===== src/rtl/tone_sequencer.sv =====
// Two-channel tone half-period controller: manual switch value or a
// one-shot 5-step melody timed by a tick prescaler, final step held.
//
// Ports:
//   clk        system clock
//   reset      synchronous active-high reset
//   switch     board switches; 0 selects melody, nonzero is manual value
//   freq1      channel 1 half-period (clock cycles)
//   freq2      channel 2 half-period (clock cycles)
//   seq_active high while melody steps 0..3 play
//   step_idx   current melody step (0..4); 0 in manual mode
module tone_sequencer #(
    parameter int TICK_DIV = 1,
    parameter int FW       = 8
) (
    input  logic          clk,
    input  logic          reset,
    input  logic [3:0]    switch,
    output logic [FW-1:0] freq1,
    output logic [FW-1:0] freq2,
    output logic          seq_active,
    output logic [2:0]    step_idx
);

    localparam int PW = (TICK_DIV > 1) ? $clog2(TICK_DIV) : 1;
    localparam logic [PW-1:0] PRESC_LAST = PW'(TICK_DIV - 1);
    localparam logic [FW-1:0] F_BASE = FW'(20);

    typedef enum logic [1:0] {MANUAL, PLAY, HOLD} state_t;

    state_t        state, state_n;
    logic [3:0]    sw_q;
    logic [FW-1:0] freq1_n, freq2_n;
    logic          seq_active_n;
    logic [2:0]    step_idx_n;
    logic [2:0]    step_inc;
    logic [7:0]    dur_cnt, dur_cnt_n;
    logic [PW-1:0] presc, presc_n;
    logic          tick;

    function automatic logic [FW-1:0] step_freq1(input logic [2:0] s);
        logic [FW-1:0] f;
        case (s)
            3'd0:    f = FW'(20);
            3'd1:    f = FW'(5);
            3'd2:    f = FW'(1);
            3'd3:    f = FW'(24);
            default: f = FW'(20);
        endcase
        return f;
    endfunction

    // Last dur_cnt value of a step (duration in ticks minus one).
    function automatic logic [7:0] step_last(input logic [2:0] s);
        logic [7:0] d;
        case (s)
            3'd0:    d = 8'd199;
            3'd1:    d = 8'd59;
            3'd2:    d = 8'd39;
            3'd3:    d = 8'd19;
            default: d = 8'd0;
        endcase
        return d;
    endfunction

    // Input register runs through reset so the switch is known on release.
    always_ff @(posedge clk) begin
        sw_q <= switch;
    end

    always_ff @(posedge clk) begin
        if (reset) begin
            state      <= MANUAL;
            freq1      <= F_BASE;
            freq2      <= F_BASE;
            seq_active <= 1'b0;
            step_idx   <= 3'd0;
            dur_cnt    <= 8'd0;
            presc      <= '0;
        end else begin
            state      <= state_n;
            freq1      <= freq1_n;
            freq2      <= freq2_n;
            seq_active <= seq_active_n;
            step_idx   <= step_idx_n;
            dur_cnt    <= dur_cnt_n;
            presc      <= presc_n;
        end
    end

    always_comb begin
        state_n      = state;
        freq1_n      = freq1;
        freq2_n      = freq2;
        seq_active_n = seq_active;
        step_idx_n   = step_idx;
        dur_cnt_n    = dur_cnt;
        presc_n      = '0;
        tick         = (presc == PRESC_LAST);
        step_inc     = step_idx + 3'd1;

        unique case (state)
            MANUAL: begin
                if (sw_q != 4'd0) begin
                    freq1_n      = FW'(sw_q);
                    freq2_n      = FW'(sw_q);
                    seq_active_n = 1'b0;
                    step_idx_n   = 3'd0;
                end else begin
                    state_n      = PLAY;
                    freq1_n      = step_freq1(3'd0);
                    freq2_n      = F_BASE;
                    seq_active_n = 1'b1;
                    step_idx_n   = 3'd0;
                    dur_cnt_n    = 8'd0;
                end
            end
            PLAY: begin
                if (sw_q != 4'd0) begin
                    state_n      = MANUAL;
                    freq1_n      = FW'(sw_q);
                    freq2_n      = FW'(sw_q);
                    seq_active_n = 1'b0;
                    step_idx_n   = 3'd0;
                    dur_cnt_n    = 8'd0;
                end else begin
                    presc_n = tick ? '0 : presc + PW'(1);
                    if (tick) begin
                        if (dur_cnt == step_last(step_idx)) begin
                            dur_cnt_n = 8'd0;
                            freq1_n   = step_freq1(step_inc);
                            freq2_n   = F_BASE;
                            step_idx_n = step_inc;
                            if (step_idx == 3'd3) begin
                                state_n      = HOLD;
                                seq_active_n = 1'b0;
                            end
                        end else begin
                            dur_cnt_n = dur_cnt + 8'd1;
                        end
                    end
                end
            end
            HOLD: begin
                if (sw_q != 4'd0) begin
                    state_n      = MANUAL;
                    freq1_n      = FW'(sw_q);
                    freq2_n      = FW'(sw_q);
                    seq_active_n = 1'b0;
                    step_idx_n   = 3'd0;
                    dur_cnt_n    = 8'd0;
                end
            end
            default: begin
                state_n = MANUAL;
            end
        endcase
    end

endmodule

===== config.mk =====
export PLATFORM = sky130hd
export DESIGN_NAME = tone_sequencer
export DESIGN_NICKNAME = d
export VERILOG_FILES = /design/src/rtl/tone_sequencer.sv
export SDC_FILE = /design/constraint.sdc
export NUM_CORES = 1
export LEC_CHECK = 0
export CORE_ASPECT_RATIO = 1.25
export CORE_MARGIN = 4
export CORE_UTILIZATION = 54
export CTS_CLUSTER_DIAMETER = 150
export DETAILED_ROUTE_END_ITERATION = 7
export GPL_TIMING_DRIVEN = 0
export MAX_ROUTING_LAYER = met4
export PLACE_DENSITY = 0.91
export SYNTH_ARGS = -nofsm -noshare
export SYNTH_HDL_FRONTEND = slang
export SYNTH_SLANG_ARGS = --single-unit

===== constraint.sdc =====
create_clock -name clk -period 2.8 [get_ports clk]
set_clock_uncertainty 0.1 [all_clocks]
set_input_delay 0.56 -clock clk [delete_from_list [all_inputs] [get_ports clk]]
set_output_delay 0.56 -clock clk [all_outputs]
set_load 0.005 [all_outputs]

==> results_dict.tcl <==
set metrics [dict create \
    synth-edff-count 0 \
    io-pin-count 26 \
    fillers 254 \
    switching_power_uw 339 \
    p_int_uw 732 \
    power_frac_seq_pct 44.2 \
    final_common_cell "dfxtp_1" \
    r2r-start "step_idx[0]$_SDFFE_PP0P_" \
    fmax_ghz 0.386 \
    yosysUniqueCellTypes 51 \
    syn-mean-instance-area_um2 8.82 \
    r2r-end "seq_active$_SDFFE_PP0P_" \
    floorplan.initialDensity_pct 56.7 \
    p_per_area_nw_per_um2 491 \
    cp-end-kind "register" \
    die_h_um 73.0 \
    outcome "completed" \
    drv_cap 0 \
    synth_simple_gate_area_share_pct 22.3 \
    ys_warn_count 0 \
    drive_above_1_share_pct 14.2 \
    ctsHoldBuffers 0 \
    cts_resized 0 \
    setup_ws_ps 208 \
    gr-usage-all-layers_pct 20.4 \
    reg2reg_depth 7 \
    hold_viol_final 0 \
    cts_root_buf "clkbuf_8" \
    cp_max_fo 8 \
    clockBufferDepth 2 \
    drtIter0Drc 111 \
    power_leakage_nw 0.859 \
    hp-start "freq1[1]$_SDFFE_PP0P_" \
    p_total_mw 1.07 \
    ys_seq_area_share_pct 31.8 \
    place.port_buffers 19 \
    finalMaxSlewViolations 0 \
    cts_setup_buffers 0 \
    cts.clk_slew.worst_paths_ps 60 \
    required_ps 2860 \
    antenna_cells 0 \
    startpoint_type "register" \
    synth.cell_area_um2 1830 \
    r2r_slack_ps 210 \
    clock_latency_ps 280 \
    p_sw_share_pct 31.6 \
    finalSetupTns_ps 0 \
    p_clk_share_pct 30.8 \
    synth_compound_area_share_pct 22.8 \
    synthXorXnorAreaFrac_pct 0.959 \
    peakVddDrop_v 0.000379 \
    grt_max_degree 11 \
    postSynthCellCount 207 \
    cts_tree "built" \
    antenna_left 0 \
    grt_pass1_vias 1520 \
    die_x_um 60.0 \
    grt.overflow.total 0 \
    synth_top_family_by_area "compound AO/OA/AOI/OAI gates" \
    cts_sinks 29 \
    final_cell_mix "dfxtp_1, nand2_1, clkdlybuf4s50_1, nand3_1" \
    vias 1647 \
    min_period_ps 2590 \
    vias_per_cell 5.95 \
    wl_per_cell_um 14.7 \
    placed_area_um2 2090 \
    design_area_um2 2180 \
    crit_arrival_ps 2660 \
    ys_seq_elements 29 \
    ys_async_sr_fraction_pct 0 \
    htreeDepth 2 \
    drc 0 \
    gp_congestion 0.890 \
    pwr-share-comb_pct 25.0 \
    max_slew.worst_pin.slew_ps 599 \
    num_rows 23 \
    grt_pass1_wl_um 6730 \
    setup_violations 0 \
    maxSlewHeadroom_pct 59.8 \
    dp_slack_ps 66.8 \
    finalCritPeriodShare_pct 92.6 \
    core_um2 3220 \
    hold_depth 2 \
    dpl.hpwl_um 2860 \
    dr.pass1.iters 4 \
    hp-class "reg -> reg" \
    die_area_um2 4380 \
    numCtsBuffers 5 \
    synthAdderAreaFrac_pct 6.85 \
    synth_flop_cell "dfxtp_1" \
    nNetsFinal 255 \
    min_to "freq1[1]$_SDFFE_PP0P_" \
    antenna_found_initial 0 \
    synthMuxAreaShare_pct 7.26 \
    crit_type "reg -> reg" \
    syn2layout_area_growth_pct 19.2 \
    routed_wl_um 4080 \
]
## per-stage QoR
| stage | utilization [%] | hold WS (ps) | std cells |
|---|---|---|---|
| after floorplan | - | 351 | 213 |
| after global placement | 64.7 | 348 | 269 |
| after detailed placement | 64.7 | 349 | 269 |
| after CTS | 67.3 | 367 | 277 |
| after global routing | 67.6 | 387 | 277 |
| final | 67.6 | 365 | 277 |
## logic make-up (layout without fill, tap and decap cells)
kind of cell / count (synthesis) / in the layout
muxes: 13 / 13
and+or+nand+nor: 77 / 77
AOI/OAI and AO/OA: 46 / 46
xor gates and xnor gates: 2 / 2
buffers and inverters: 29 / 56
other: 1 / 7
DFF: 29 / 29
adders and majority gates: 10 / 10
## flip-flops by register name, summed over array words and instances, names as in the netlist
name,count
dur_cnt,8
freq1,5
freq2,5
sw_q,4
step_idx,3
state,2
presc,1
seq_active,1
## routing by layer
metal	part of all wire (%)	GRT usage (%)
met5	0	-
met4	2.1	7.14
met3	4.3	5.13
met2	50	32.8
met1	43	24.5
## worst max-delay path, cell delays in order (launching register included)
cell,delay [ps]
dfxtp_2,390
inv_1,90
ha_1,260
or3_4,420
a2111oi_4,430
nor2_2,160
o41ai_2,280
mux2_1,350
## synthesized netlist by cell type (all sizes together), types with 2 or more instances
| library cell | n | area (um2) |
|---|---|---|
| nor4 | 2 | 27.5 |
| or2 | 3 | 18.8 |
| nor2b | 2 | 12.5 |
| ha | 10 | 125 |
| xor2 | 2 | 17.5 |
| nand4 | 3 | 18.8 |
| o311ai | 3 | 58.8 |
| a32o | 2 | 21.3 |
| o2111ai | 6 | 52.6 |
| buf | 11 | 76.3 |
| or4 | 7 | 52.6 |
| a21oi | 6 | 30.0 |
| o2bb2ai | 3 | 26.3 |
| a21o | 3 | 22.5 |
| nand3 | 13 | 65.1 |
| nor2 | 13 | 48.8 |
| o211ai | 8 | 60.1 |
| nor3 | 4 | 20.0 |
| o21a | 2 | 15.0 |
| mux2i | 11 | 110 |
| inv | 12 | 45.0 |
| dfxtp | 29 | 581 |
| o21ai | 2 | 13.8 |
| a2111oi | 2 | 36.3 |
| clkbuf | 6 | 22.5 |
| mux2 | 2 | 22.5 |
| nand2 | 24 | 90.1 |
## area by class of cell
| type | count | area (um2) | share of cell area [%] |
|---|---|---|---|
| Multi-Input combinational cell | 155 | 1130 | 52.0 |
| Clock inverter | 2 | 10.0 | 0.460 |
| Clock buffer | 6 | 72.6 | 3.33 |
| Sequential cell | 29 | 582 | 26.7 |
| Buffer | 17 | 98.8 | 4.54 |
| Timing Repair Buffer | 19 | 190 | 8.73 |
| Inverter | 12 | 45.0 | 2.07 |
| Tap cell | 37 | 46.3 | 2.13 |
## power groups by stage
stage               Sequential [mW]  Combinational (mW)  Clock (mW)
finish                        0.473               0.268       0.330
global route                  0.475               0.298       0.355
CTS                           0.473               0.264       0.334
detailed placement            0.482               0.259           0
global placement              0.480               0.256           0
floorplan                     0.478               0.181           0
## worst max-delay path by stage
stage                                   startpoint                       to  slack, ps  depth (start not counted)
after floorplan           step_idx[0]$_SDFFE_PP0P_  seq_active$_SDFFE_PP0P_        310                          7
after global placement    step_idx[0]$_SDFFE_PP0P_  seq_active$_SDFFE_PP0P_         80                          7
after global routing      step_idx[2]$_SDFFE_PP0P_  seq_active$_SDFFE_PP0P_         -8                          8
final                     step_idx[0]$_SDFFE_PP0P_  seq_active$_SDFFE_PP0P_        210                          7
after detailed placement  step_idx[0]$_SDFFE_PP0P_  seq_active$_SDFFE_PP0P_         70                          7
after CTS                 step_idx[0]$_SDFFE_PP0P_  seq_active$_SDFFE_PP0P_         60                          7
(Power assumes the default switching activity.)
==> RTL edit, RTL diff (same settings) <==
Add an input register stage for `switch`; this delays it by one clock.
--- a/src/rtl/tone_sequencer.sv
+++ b/src/rtl/tone_sequencer.sv
@@ -28,4 +28,10 @@
 
     typedef enum logic [1:0] {MANUAL, PLAY, HOLD} state_t;
+
+    logic [3:0] switch_q;
+
+    always_ff @(posedge clk) begin
+        switch_q <= switch;
+    end
 
     state_t        state, state_n;
@@ -66,5 +72,5 @@
     // Input register runs through reset so the switch is known on release.
     always_ff @(posedge clk) begin
-        sw_q <= switch;
+        sw_q <= switch_q;
     end
 
Formal check against the unedited RTL: not equivalent (a bounded check fails within 4 cycles, from zero or initial values and one cycle with reset high).
==> RTL edit against the unedited design <==
Sequential power is 9.7% higher. Final area is 0.80% higher. Worst setup slack worse by 48 ps. Area after synthesis stayed put. Total power is 1.5% lower. First-iteration DRC count is 6.3% higher. Wire length is 2.7% higher. Sequential cell count is 4 higher. Critical path type unchanged. Highest routed layer unchanged.
==> RTL edit: results (changes against the unedited design) <==
- The design internal power was 0.000750 W (+2.5%).
- Endpoint arrival time on the critical path: 2720 ps (+60 ps)
- Wire length of the first global-routing pass: 6.98 mm (+3.7%)
- Global-route usage over all layers: 21.5% (+1.1 points)
- The critical path is of the flop to flop type.
- Startpoint of the lowest-slack register-to-register path: step_idx[2]
* Sequential area share after synthesis: 36.2% (+4.4 points)
- The fraction of layout instances using a drive strength above 1 came to 16.1% (+1.9 points).
- Placed wire-length estimate: 2.93 mm (+2.2%)
- Total number of H-tree levels: 2 (unchanged)
- Routability congestion estimate: 0.855 (-4.0%)
* Critical hold path startpoint: switch_q[2]
- The detailed-router iteration count before antenna repair came to 7 (+3).
- The number of global-route vias before repair was 1,616 (+6.3%).
- Post-detailed-route count of antenna-violating nets: 0 (unchanged)
* Fill cell instance count of the final layout: 264 (+3.9%)
* Most common library cells after synthesis: 33 x dfxtp_1, 14 x a21oi_1, 10 x ha_1, 10 x inv_1
- The number of nets at the end of the flow came to 245 (-3.9%).
- Detailed Route Iter0 Violations: 118 (+6.3%)
- The maximum net fanout on the critical path was 9 (+1).
* Result of the run: finished clean
- Ranked by total cell area, the synthesized netlist is headed by dfxtp_1 36%, ha_1 6.8%, a21oi_1 3.8%.
* Average vias per placed instance: 6.15 (+3.4%)
- The count of different cell masters after synthesis was 59 (+16%).
- Pin count of the biggest net entering global routing: 12 (+1)
- The normalized max-slew margin is 51.0% (-8.8 points).
- The peak ir drop on the vdd network is 455 uV (+20%).
[RTL edit: cell count changes in the layout (fill, tap and decap cells not counted), moves of 5 or more]
cell | unedited run | this run
a21oi_1 | 6 | 14
mux2i_1 | 11 | 2
nand2_1 | 24 | 9
nand2b_1 | 0 | 5
nand3_1 | 13 | 8
o2111ai_1 | 6 | 0
o211ai_1 | 8 | 1
o21ai_0 | 1 | 8
or4_1 | 7 | 2
[RTL edit: power groups by stage]
stage / logic [W] / registers (W) / clock network, W
after global placement: 0.000176 / 0.000527 / 0
after global routing: 0.000206 / 0.000521 / 0.000375
final: 0.000189 / 0.000519 / 0.000346
after detailed placement: 0.000181 / 0.000529 / 0
after floorplan: 0.000117 / 0.000525 / 0
after CTS: 0.000182 / 0.000519 / 0.000353
[RTL edit: path summary, 6_finish.rpt]
path / endpoint / slack [ps] / cells after the start
setup / recovery: freq1[2] / 160 / 9
hold / removal: sw_q[2] / 230 / 0
setup reg to reg: freq1[2] / 160 / 9
hold reg to reg: sw_q[2] / 230 / 0
[RTL edit: cell type report]
cell class,instances,area [um^2],area share (%)
Timing Repair Buffer,22,213,9.69
Multi-Input combinational cell,145,1070,48.7
Inverter,10,37.5,1.71
Tap cell,37,46.3,2.11
Clock inverter,3,17.5,0.798
Buffer,12,82.6,3.76
Sequential cell,33,662,30.1
Clock buffer,5,68.8,3.13
[RTL edit: critical path, stage by stage (launching register included)]
cell and delay (ps):
dfxtp_1 340, buf_6 130, inv_1 60, ha_1 260
or4_4 560, a211oi_2 250, o21ai_2 120, o21ai_4 290
nand2_2 100, a211o_1 310
[RTL edit: stage by stage]
step                utilization [%]  area (um^2)  total power [W]  std cells  hold slack, ps
finish                         68.1         2200          0.00105        267             227
global route                   68.1         2200          0.00110        267             232
CTS                            67.4         2170          0.00105        264             229
detailed placement             64.7         2090         0.000709        256             214
global placement               64.7         2090         0.000702        256             210
floorplan                         -         1850         0.000642        200             210
[RTL edit: what timing repair did]
item                                    CTS  global route
gates resized for setup                   0             1
endpoints found under the setup margin    0             3
setup buffers                             0             3
[RTL edit: cell families after synthesis]
group	count (synthesis)	synth area share [%]
xor+xnor	2	0.959
simple gates	64	21.6
flops	33	36.2
mux	2	1.10
compound gates	60	26.5
other cells	1	0.205
fa+ha+maj	10	6.85
buf+inv	22	6.58
[RTL edit: layer usage]
metal	GRT usage [%]	vias up	wire length (um)
li1	-	782	-
met1	23.4	778	1770
met2	34.1	68	2050
met3	5.66	13	248
met4	13.5	0	119
met5	-	-	0
